==> src/rtl/exc_ctrl_if.sv <==
// Purpose: MEM-stage exception bundle: instruction status, exception flags,
//          CP0 register views in; CP0 commit data and pipeline flush/redirect out.
// Modports: master drives the MEM/CP0 side (pipeline), slave is the controller.
interface exc_ctrl_if;
    // MEM-stage instruction and exception flags
    logic        m_valid;
    logic        m_stall;
    logic [31:0] m_pc;
    logic        m_is_bd;
    logic [31:0] m_addr;
    logic        f_adel;
    logic        d_ri;
    logic        e_ov;
    logic        d_sys;
    logic        d_bp;
    logic        m_adel;
    logic        m_ades;
    logic        m_eret;
    // CP0 register views
    logic [31:0] cp0_status;
    logic [31:0] cp0_cause;
    logic [31:0] cp0_epc;
    // CP0 commit data
    logic        is_valid_exc;
    logic [31:0] epc_wdata;
    logic        cause_bd_wdata;
    logic [4:0]  cause_exccode_wdata;
    logic        badvaddr_wen;
    logic [31:0] badvaddr_wdata;
    logic        eret_commit;
    // pipeline control
    logic        flush;
    logic        redirect_valid;
    logic [31:0] redirect_pc;

    modport master (
        output m_valid, m_stall, m_pc, m_is_bd, m_addr,
               f_adel, d_ri, e_ov, d_sys, d_bp, m_adel, m_ades, m_eret,
               cp0_status, cp0_cause, cp0_epc,
        input  is_valid_exc, epc_wdata, cause_bd_wdata, cause_exccode_wdata,
               badvaddr_wen, badvaddr_wdata, eret_commit,
               flush, redirect_valid, redirect_pc
    );

    modport slave (
        input  m_valid, m_stall, m_pc, m_is_bd, m_addr,
               f_adel, d_ri, e_ov, d_sys, d_bp, m_adel, m_ades, m_eret,
               cp0_status, cp0_cause, cp0_epc,
        output is_valid_exc, epc_wdata, cause_bd_wdata, cause_exccode_wdata,
               badvaddr_wen, badvaddr_wdata, eret_commit,
               flush, redirect_valid, redirect_pc
    );
endinterface

==> src/rtl/exc_ctrl.sv <==
// Purpose: MEM-stage exception/interrupt controller; prioritises exceptions, drives CP0 commit, flush and redirect.
// Latency: commit request is combinational in the detect cycle; redirect one cycle after the commit cycle.
// Backpressure: m_stall holds the commit request (HOLD) until release; ERET waits in IDLE while stalled.
// Ports: clk, resetn (async active-low), bus (exc_ctrl_if.slave) carrying all MEM/CP0 signals.
module exc_ctrl #(
    parameter logic [31:0] EXC_VECTOR   = 32'hBFC0_0380,
    parameter int unsigned FLUSH_CYCLES = 1
) (
    input  logic       clk,
    input  logic       resetn,
    exc_ctrl_if.slave  bus
);

    typedef enum logic [1:0] {IDLE, HOLD, FLUSH} state_t;

    localparam logic [2:0] FLUSH_LAST = 3'(FLUSH_CYCLES - 1);

    state_t      state_q, state_d;
    logic [2:0]  cnt_q, cnt_d;
    logic        first_q, first_d;      // high on the FLUSH entry cycle only
    logic [31:0] target_q, target_d;
    logic        int_pend_q;

    // write data captured at detection, replayed while HOLD
    logic [31:0] epc_q, bv_q;
    logic        bd_q, bvw_q;
    logic [4:0]  code_q;
    logic        lat_en;

    // live exception decode
    logic        exc_hit;
    logic [4:0]  exc_code;
    logic        exc_bvw;
    logic [31:0] exc_bv;
    logic [31:0] epc_live;

    // output staging
    logic        o_ivx, o_bd, o_bvw, o_eret, o_flush, o_rv;
    logic [4:0]  o_code;
    logic [31:0] o_epc, o_bv, o_rpc;

    // only the interrupt fields of Status/Cause matter here
    logic unused_cp0_bits;
    assign unused_cp0_bits = ^{bus.cp0_status[31:16], bus.cp0_status[7:2],
                               bus.cp0_cause[31:16], bus.cp0_cause[7:0]};

    assign epc_live = bus.m_is_bd ? (bus.m_pc - 32'd4) : bus.m_pc;

    // fixed priority: Int, AdEL(fetch), RI, Ov, Sys, Bp, AdEL(data), AdES
    always_comb begin
        exc_hit  = 1'b1;
        exc_code = 5'd0;
        exc_bvw  = 1'b0;
        exc_bv   = 32'd0;
        if (int_pend_q) begin
            exc_code = 5'd0;
        end else if (bus.f_adel) begin
            exc_code = 5'd4;
            exc_bvw  = 1'b1;
            exc_bv   = bus.m_pc;
        end else if (bus.d_ri) begin
            exc_code = 5'd10;
        end else if (bus.e_ov) begin
            exc_code = 5'd12;
        end else if (bus.d_sys) begin
            exc_code = 5'd8;
        end else if (bus.d_bp) begin
            exc_code = 5'd9;
        end else if (bus.m_adel) begin
            exc_code = 5'd4;
            exc_bvw  = 1'b1;
            exc_bv   = bus.m_addr;
        end else if (bus.m_ades) begin
            exc_code = 5'd5;
            exc_bvw  = 1'b1;
            exc_bv   = bus.m_addr;
        end else begin
            exc_hit  = 1'b0;
        end
    end

    always_comb begin
        state_d  = state_q;
        cnt_d    = cnt_q;
        first_d  = 1'b0;
        target_d = target_q;
        lat_en   = 1'b0;
        o_ivx    = 1'b0;
        o_epc    = 32'd0;
        o_bd     = 1'b0;
        o_code   = 5'd0;
        o_bvw    = 1'b0;
        o_bv     = 32'd0;
        o_eret   = 1'b0;
        o_flush  = 1'b0;
        o_rv     = 1'b0;
        o_rpc    = 32'd0;

        case (state_q)
            IDLE: begin
                if (bus.m_valid && exc_hit) begin
                    o_ivx  = 1'b1;
                    o_epc  = epc_live;
                    o_bd   = bus.m_is_bd;
                    o_code = exc_code;
                    o_bvw  = exc_bvw;
                    o_bv   = exc_bv;
                    lat_en = 1'b1;
                    if (!bus.m_stall) begin
                        state_d  = FLUSH;
                        cnt_d    = FLUSH_LAST;
                        first_d  = 1'b1;
                        target_d = EXC_VECTOR;
                    end else begin
                        state_d  = HOLD;
                    end
                end else if (bus.m_valid && bus.m_eret && !bus.m_stall) begin
                    o_eret   = 1'b1;
                    state_d  = FLUSH;
                    cnt_d    = FLUSH_LAST;
                    first_d  = 1'b1;
                    target_d = bus.cp0_epc;
                end
            end
            HOLD: begin
                o_ivx  = 1'b1;
                o_epc  = epc_q;
                o_bd   = bd_q;
                o_code = code_q;
                o_bvw  = bvw_q;
                o_bv   = bv_q;
                if (!bus.m_stall) begin
                    state_d  = FLUSH;
                    cnt_d    = FLUSH_LAST;
                    first_d  = 1'b1;
                    target_d = EXC_VECTOR;
                end
            end
            FLUSH: begin
                o_flush = 1'b1;
                o_rv    = first_q;
                o_rpc   = first_q ? target_q : 32'd0;
                if (cnt_q == 3'd0) begin
                    state_d = IDLE;
                end else begin
                    cnt_d   = cnt_q - 3'd1;
                end
            end
            default: state_d = IDLE;
        endcase

        // IDLE decode is combinational on live inputs, so silence it in reset
        if (!resetn) begin
            o_ivx   = 1'b0;
            o_epc   = 32'd0;
            o_bd    = 1'b0;
            o_code  = 5'd0;
            o_bvw   = 1'b0;
            o_bv    = 32'd0;
            o_eret  = 1'b0;
            o_flush = 1'b0;
            o_rv    = 1'b0;
            o_rpc   = 32'd0;
        end
    end

    always_ff @(posedge clk or negedge resetn) begin
        if (!resetn) begin
            state_q    <= IDLE;
            cnt_q      <= 3'd0;
            first_q    <= 1'b0;
            target_q   <= 32'd0;
            int_pend_q <= 1'b0;
            epc_q      <= 32'd0;
            bd_q       <= 1'b0;
            code_q     <= 5'd0;
            bvw_q      <= 1'b0;
            bv_q       <= 32'd0;
        end else begin
            state_q    <= state_d;
            cnt_q      <= cnt_d;
            first_q    <= first_d;
            target_q   <= target_d;
            int_pend_q <= (|(bus.cp0_cause[15:8] & bus.cp0_status[15:8]))
                          & bus.cp0_status[0] & ~bus.cp0_status[1];
            if (lat_en) begin
                epc_q  <= epc_live;
                bd_q   <= bus.m_is_bd;
                code_q <= exc_code;
                bvw_q  <= exc_bvw;
                bv_q   <= exc_bv;
            end
        end
    end

    assign bus.is_valid_exc        = o_ivx;
    assign bus.epc_wdata           = o_epc;
    assign bus.cause_bd_wdata      = o_bd;
    assign bus.cause_exccode_wdata = o_code;
    assign bus.badvaddr_wen        = o_bvw;
    assign bus.badvaddr_wdata      = o_bv;
    assign bus.eret_commit         = o_eret;
    assign bus.flush               = o_flush;
    assign bus.redirect_valid      = o_rv;
    assign bus.redirect_pc         = o_rpc;

endmodule

==> src/flat_wrapper.sv <==
// flat-port wrapper written by rule: the top's interface ports become plain ports
module exc_ctrl_flat 
#(
    parameter logic [31:0] EXC_VECTOR   = 32'hBFC0_0380,
    parameter int unsigned FLUSH_CYCLES = 1
)
  (clk, resetn, bus_m_valid, bus_m_stall, bus_m_pc, bus_m_is_bd, bus_m_addr, bus_f_adel, bus_d_ri, bus_e_ov, bus_d_sys, bus_d_bp, bus_m_adel, bus_m_ades, bus_m_eret, bus_cp0_status, bus_cp0_cause, bus_cp0_epc, bus_is_valid_exc, bus_epc_wdata, bus_cause_bd_wdata, bus_cause_exccode_wdata, bus_badvaddr_wen, bus_badvaddr_wdata, bus_eret_commit, bus_flush, bus_redirect_valid, bus_redirect_pc);
  exc_ctrl_if bus_i ();
  input  logic clk;
  input  logic resetn;
  input wire logic [$bits(bus_i.m_valid)-1:0] bus_m_valid;
  input wire logic [$bits(bus_i.m_stall)-1:0] bus_m_stall;
  input wire logic [$bits(bus_i.m_pc)-1:0] bus_m_pc;
  input wire logic [$bits(bus_i.m_is_bd)-1:0] bus_m_is_bd;
  input wire logic [$bits(bus_i.m_addr)-1:0] bus_m_addr;
  input wire logic [$bits(bus_i.f_adel)-1:0] bus_f_adel;
  input wire logic [$bits(bus_i.d_ri)-1:0] bus_d_ri;
  input wire logic [$bits(bus_i.e_ov)-1:0] bus_e_ov;
  input wire logic [$bits(bus_i.d_sys)-1:0] bus_d_sys;
  input wire logic [$bits(bus_i.d_bp)-1:0] bus_d_bp;
  input wire logic [$bits(bus_i.m_adel)-1:0] bus_m_adel;
  input wire logic [$bits(bus_i.m_ades)-1:0] bus_m_ades;
  input wire logic [$bits(bus_i.m_eret)-1:0] bus_m_eret;
  input wire logic [$bits(bus_i.cp0_status)-1:0] bus_cp0_status;
  input wire logic [$bits(bus_i.cp0_cause)-1:0] bus_cp0_cause;
  input wire logic [$bits(bus_i.cp0_epc)-1:0] bus_cp0_epc;
  output wire logic [$bits(bus_i.is_valid_exc)-1:0] bus_is_valid_exc;
  output wire logic [$bits(bus_i.epc_wdata)-1:0] bus_epc_wdata;
  output wire logic [$bits(bus_i.cause_bd_wdata)-1:0] bus_cause_bd_wdata;
  output wire logic [$bits(bus_i.cause_exccode_wdata)-1:0] bus_cause_exccode_wdata;
  output wire logic [$bits(bus_i.badvaddr_wen)-1:0] bus_badvaddr_wen;
  output wire logic [$bits(bus_i.badvaddr_wdata)-1:0] bus_badvaddr_wdata;
  output wire logic [$bits(bus_i.eret_commit)-1:0] bus_eret_commit;
  output wire logic [$bits(bus_i.flush)-1:0] bus_flush;
  output wire logic [$bits(bus_i.redirect_valid)-1:0] bus_redirect_valid;
  output wire logic [$bits(bus_i.redirect_pc)-1:0] bus_redirect_pc;
  assign bus_i.m_valid = bus_m_valid;
  assign bus_i.m_stall = bus_m_stall;
  assign bus_i.m_pc = bus_m_pc;
  assign bus_i.m_is_bd = bus_m_is_bd;
  assign bus_i.m_addr = bus_m_addr;
  assign bus_i.f_adel = bus_f_adel;
  assign bus_i.d_ri = bus_d_ri;
  assign bus_i.e_ov = bus_e_ov;
  assign bus_i.d_sys = bus_d_sys;
  assign bus_i.d_bp = bus_d_bp;
  assign bus_i.m_adel = bus_m_adel;
  assign bus_i.m_ades = bus_m_ades;
  assign bus_i.m_eret = bus_m_eret;
  assign bus_i.cp0_status = bus_cp0_status;
  assign bus_i.cp0_cause = bus_cp0_cause;
  assign bus_i.cp0_epc = bus_cp0_epc;
  assign bus_is_valid_exc = bus_i.is_valid_exc;
  assign bus_epc_wdata = bus_i.epc_wdata;
  assign bus_cause_bd_wdata = bus_i.cause_bd_wdata;
  assign bus_cause_exccode_wdata = bus_i.cause_exccode_wdata;
  assign bus_badvaddr_wen = bus_i.badvaddr_wen;
  assign bus_badvaddr_wdata = bus_i.badvaddr_wdata;
  assign bus_eret_commit = bus_i.eret_commit;
  assign bus_flush = bus_i.flush;
  assign bus_redirect_valid = bus_i.redirect_valid;
  assign bus_redirect_pc = bus_i.redirect_pc;
  exc_ctrl #(.EXC_VECTOR(EXC_VECTOR), .FLUSH_CYCLES(FLUSH_CYCLES)) u_core (.clk(clk), .resetn(resetn), .bus(bus_i));
endmodule
==> config.mk <==
export PLATFORM = sky130hd
export DESIGN_NAME = exc_ctrl_flat
export DESIGN_NICKNAME = d
export VERILOG_FILES = /design/src/rtl/exc_ctrl_if.sv /design/src/rtl/exc_ctrl.sv /design/src/flat_wrapper.sv
export SDC_FILE = /design/constraint.sdc
export NUM_CORES = 1
export LEC_CHECK = 0
export CORE_ASPECT_RATIO = 2
export CORE_MARGIN = 3
export CORE_UTILIZATION = 40
export CTS_CLUSTER_DIAMETER = 60
export CTS_CLUSTER_SIZE = 20
export DETAILED_ROUTE_END_ITERATION = 10
export PLACE_DENSITY = 0.85
export SLEW_MARGIN = 20
export SYNTH_ARGS = -nofsm -noshare
export SYNTH_HDL_FRONTEND = slang
export SYNTH_SLANG_ARGS = --single-unit
==> constraint.sdc <==
create_clock -name clk -period 3.42 [get_ports clk]
set_input_delay 0.855 -clock clk [delete_from_list [all_inputs] [get_ports clk]]
set_output_delay 0.855 -clock clk [all_outputs]
set_load 0.05 [all_outputs]
==> impl_metrics.tcl <==
set metrics [dict create \
    outcome "finished with violations" \
    violations "negative setup slack" \
    yosysWarnings 0 \
    rrSetupSlack_ps 720 \
    layout-drive-gt1-share_pct 39.3 \
    grt_overflow 0 \
    synth.area.top_cells "dfrtp_1 (43%), nand2_1 (14%), mux2_2 (5.9%)" \
    tns_ps -448 \
    post-dp-hpwl_um 17400 \
    start_util_pct 40.9 \
    cp-end-kind "output port" \
    htreeDepth 3 \
    ys_seq_area_share_pct 43.4 \
    syn_nets 924 \
    crit_path_start_kind "input pin" \
    dr.pass1.iters 5 \
    netlist_instances 745 \
    grt_pass1_vias 7333 \
    synth_seq_cells 109 \
    die_y_um 183 \
    crit_fanout 6 \
    cp.arrival_ps 2670 \
    critPathRequiredTime_ps 2560 \
    critPathKind "in -> out" \
    post-place-ws_ps -437 \
    synth.top_cell.area_share_pct 43.4 \
    syn-cell-area_um2 6280 \
    clock-sinks 109 \
    fp.dieArea_um2 17300 \
    track_usage_pct 27.4 \
    grt_pass1_wl_um 37200 \
    maxCapViolations 0 \
    gp_congestion 0.848 \
    cts_made_buffers 9 \
    stdcell_count 1269 \
    post-route-cell-area_um2 12000 \
    clkLatencyLatePin_ps 350 \
    clockBufferDepth 2 \
    fin_crit_ps 3530 \
    cts_tree "done" \
    skew_ps 10.3 \
    async_flop_share_pct 100 \
    synthFlopType "dfrtp_1" \
    rsz0062_at_grt "true" \
    clkTransAtPathRegs_ps 80 \
    slew_headroom_pct 32.5 \
    rr_startpoint "u_core.state_q[1]" \
    synth.largest_area_cell "dfrtp_1" \
    antenna_found_initial 2 \
    root_buffer "clkbuf_16" \
    fin_nets 1243 \
    ant_nets 0 \
    synth.distinct_cells 59 \
    num_vias 6964 \
    grt_max_degree 55 \
    setup_viol 10 \
    finalMaxSlewViolations 0 \
    totalWireLength_um 24600 \
    ff2ff_path_depth 7 \
    syn2layout_area_growth_pct 90.4 \
    finalCritPeriodShare_pct 103 \
    synth_edf_count 0 \
    route.detailed.drc 0 \
    p_per_area_nw_per_um2 534 \
    io_buffers 232 \
    syn_area_per_cell_um2 8.43 \
    wire_per_inst_um 19.4 \
    p_leak_nw 5.19 \
    io_pins 280 \
    post-place-cells 1232 \
    drt_iter0_drc 361 \
    clock.fmax_ghz 0.283 \
    hold_path.class "in -> async" \
    placementRows 64 \
    worstReg2RegEnd "u_core.target_q[27]" \
    place_area_um2 10800 \
    vias_per_cell 5.49 \
    setup_ws_ps -108 \
    hold_viol 0 \
    vdd_drop_max_uv 474 \
    die_w_um 94.6 \
    worst_pin_slew_ps 1010 \
    core-area_um2 15400 \
]
==> placed cells by master, fill, tap and decap left out, types with 15 or more instances in the layout <==
master	Yosys	final
a22o_1	21	21
o21ai_0	47	23
nand2_2	0	19
dfrtp_1	109	109
a21oi_4	0	21
mux2_2	33	33
buf_4	1	105
a21oi_2	0	15
nor2_1	32	30
clkdlybuf4s50_1	0	90
and2_1	37	35
buf_12	0	115
nand2_1	227	194
==> worst max path at each step <==
stage / slack (ps) / to / from
2_1_floorplan: -220 / bus_epc_wdata[14] / bus_m_adel
3_3_place_gp: -410 / bus_epc_wdata[31] / bus_m_pc[2]
3_5_place_dp: -440 / bus_epc_wdata[31] / bus_m_pc[10]
4_1_cts: -120 / bus_epc_wdata[31] / bus_m_pc[4]
5_1_grt: -160 / bus_epc_wdata[29] / bus_m_pc[9]
6_report: -110 / bus_epc_wdata[31] / bus_m_pc[9]
==> synth_stat cells (2+ instances only) <==
master / n
dfrtp_1: 109
nand3b_1: 3
nor4_1: 5
nor3_2: 2
o211ai_1: 4
a31oi_1: 2
inv_1: 11
a22oi_1: 5
clkbuf_1: 34
nor2_1: 32
nand2_1: 227
xor2_1: 15
o21ai_2: 2
buf_1: 2
buf_2: 10
o21ai_0: 47
nor3_1: 8
xnor2_1: 14
a21oi_1: 47
o22a_1: 12
nand3_1: 10
ha_1: 6
a21o_1: 4
a32o_1: 2
nand4_1: 6
and2_1: 37
or2_2: 2
a22o_1: 21
nand4b_1: 2
or3_1: 3
mux2_2: 33
==> area by class of cell <==
type,count,area [µm²]
well taps,198,248
clock buffers,9,225
flip-flops and latches,109,2730
repair buffers,356,4550
multi-input cells,577,4060
clock inverters,7,105
inverters,11,41.3
fillers,943,3410
diodes,2,5.00
==> registers in the layout, indices dropped and copies added (netlist names) <==
| name | cells |
|---|---|
| u_core.bd_q | 1 |
| u_core.bv_q | 32 |
| u_core.bvw_q | 1 |
| u_core.cnt_q | 3 |
| u_core.code_q | 4 |
| u_core.epc_q | 32 |
| u_core.first_q | 1 |
| u_core.int_pend_q | 1 |
| u_core.state_q | 2 |
| u_core.target_q | 32 |
==> power breakdown <==
group          leakage, nW  internal [mW]  switching, mW
clock                0.159          0.655          0.509
sequential            1.37           1.70          0.229
combinational         3.67           1.39           1.91
==> logic make-up after synthesis <==
logic type | count (synthesis) | share of synthesized area [%]
and+or+nand+nor | 351 | 25.5
AOI/OAI and AO/OA | 156 | 15.8
DFF | 109 | 43.4
buffers and inverters | 59 | 3.90
muxes | 34 | 6.08
xor gates and xnor gates | 29 | 4.04
adders and majority gates | 6 | 1.20
other | 1 | 0.0597
==> critical path: stages <==
cell	delay, ps
buf_6	90
or4_4	580
nor3_4	240
buf_12	150
nand4b_1	210
xor2_2	220
o21ai_2	170
buf_12	160
==> through the flow <==
step	utilization [%]	power (mW)	hold WS, ps
after floorplan	-	3.50	446
after global placement	70.0	4.79	458
after detailed placement	70.0	4.91	462
after CTS	75.9	6.30	397
after global routing	77.8	6.73	405
final	77.8	6.39	399
==> repair_timing <==
item | 4_1_cts | 5_1_grt
gates resized for setup | 137 | 63
pin swaps | 42 | 46
hold buffers | 0 | 0
setup endpoints to repair | 68 | 57
gates cloned | 5 | 0
buffers inserted | 10 | 4
==> layer usage <==
layer  GRT usage (%)  part of all wire [%]  routed length [µm]  up-vias
met5               0                     0                   0        -
met4            18.5                   6.4                1570        0
met3            4.31                   4.8                1190       97
met2            49.8                    56               13700      278
met1            28.0                    33                8140     3416
li1                -                     -                   -     3173
(Power assumes the default switching activity.)
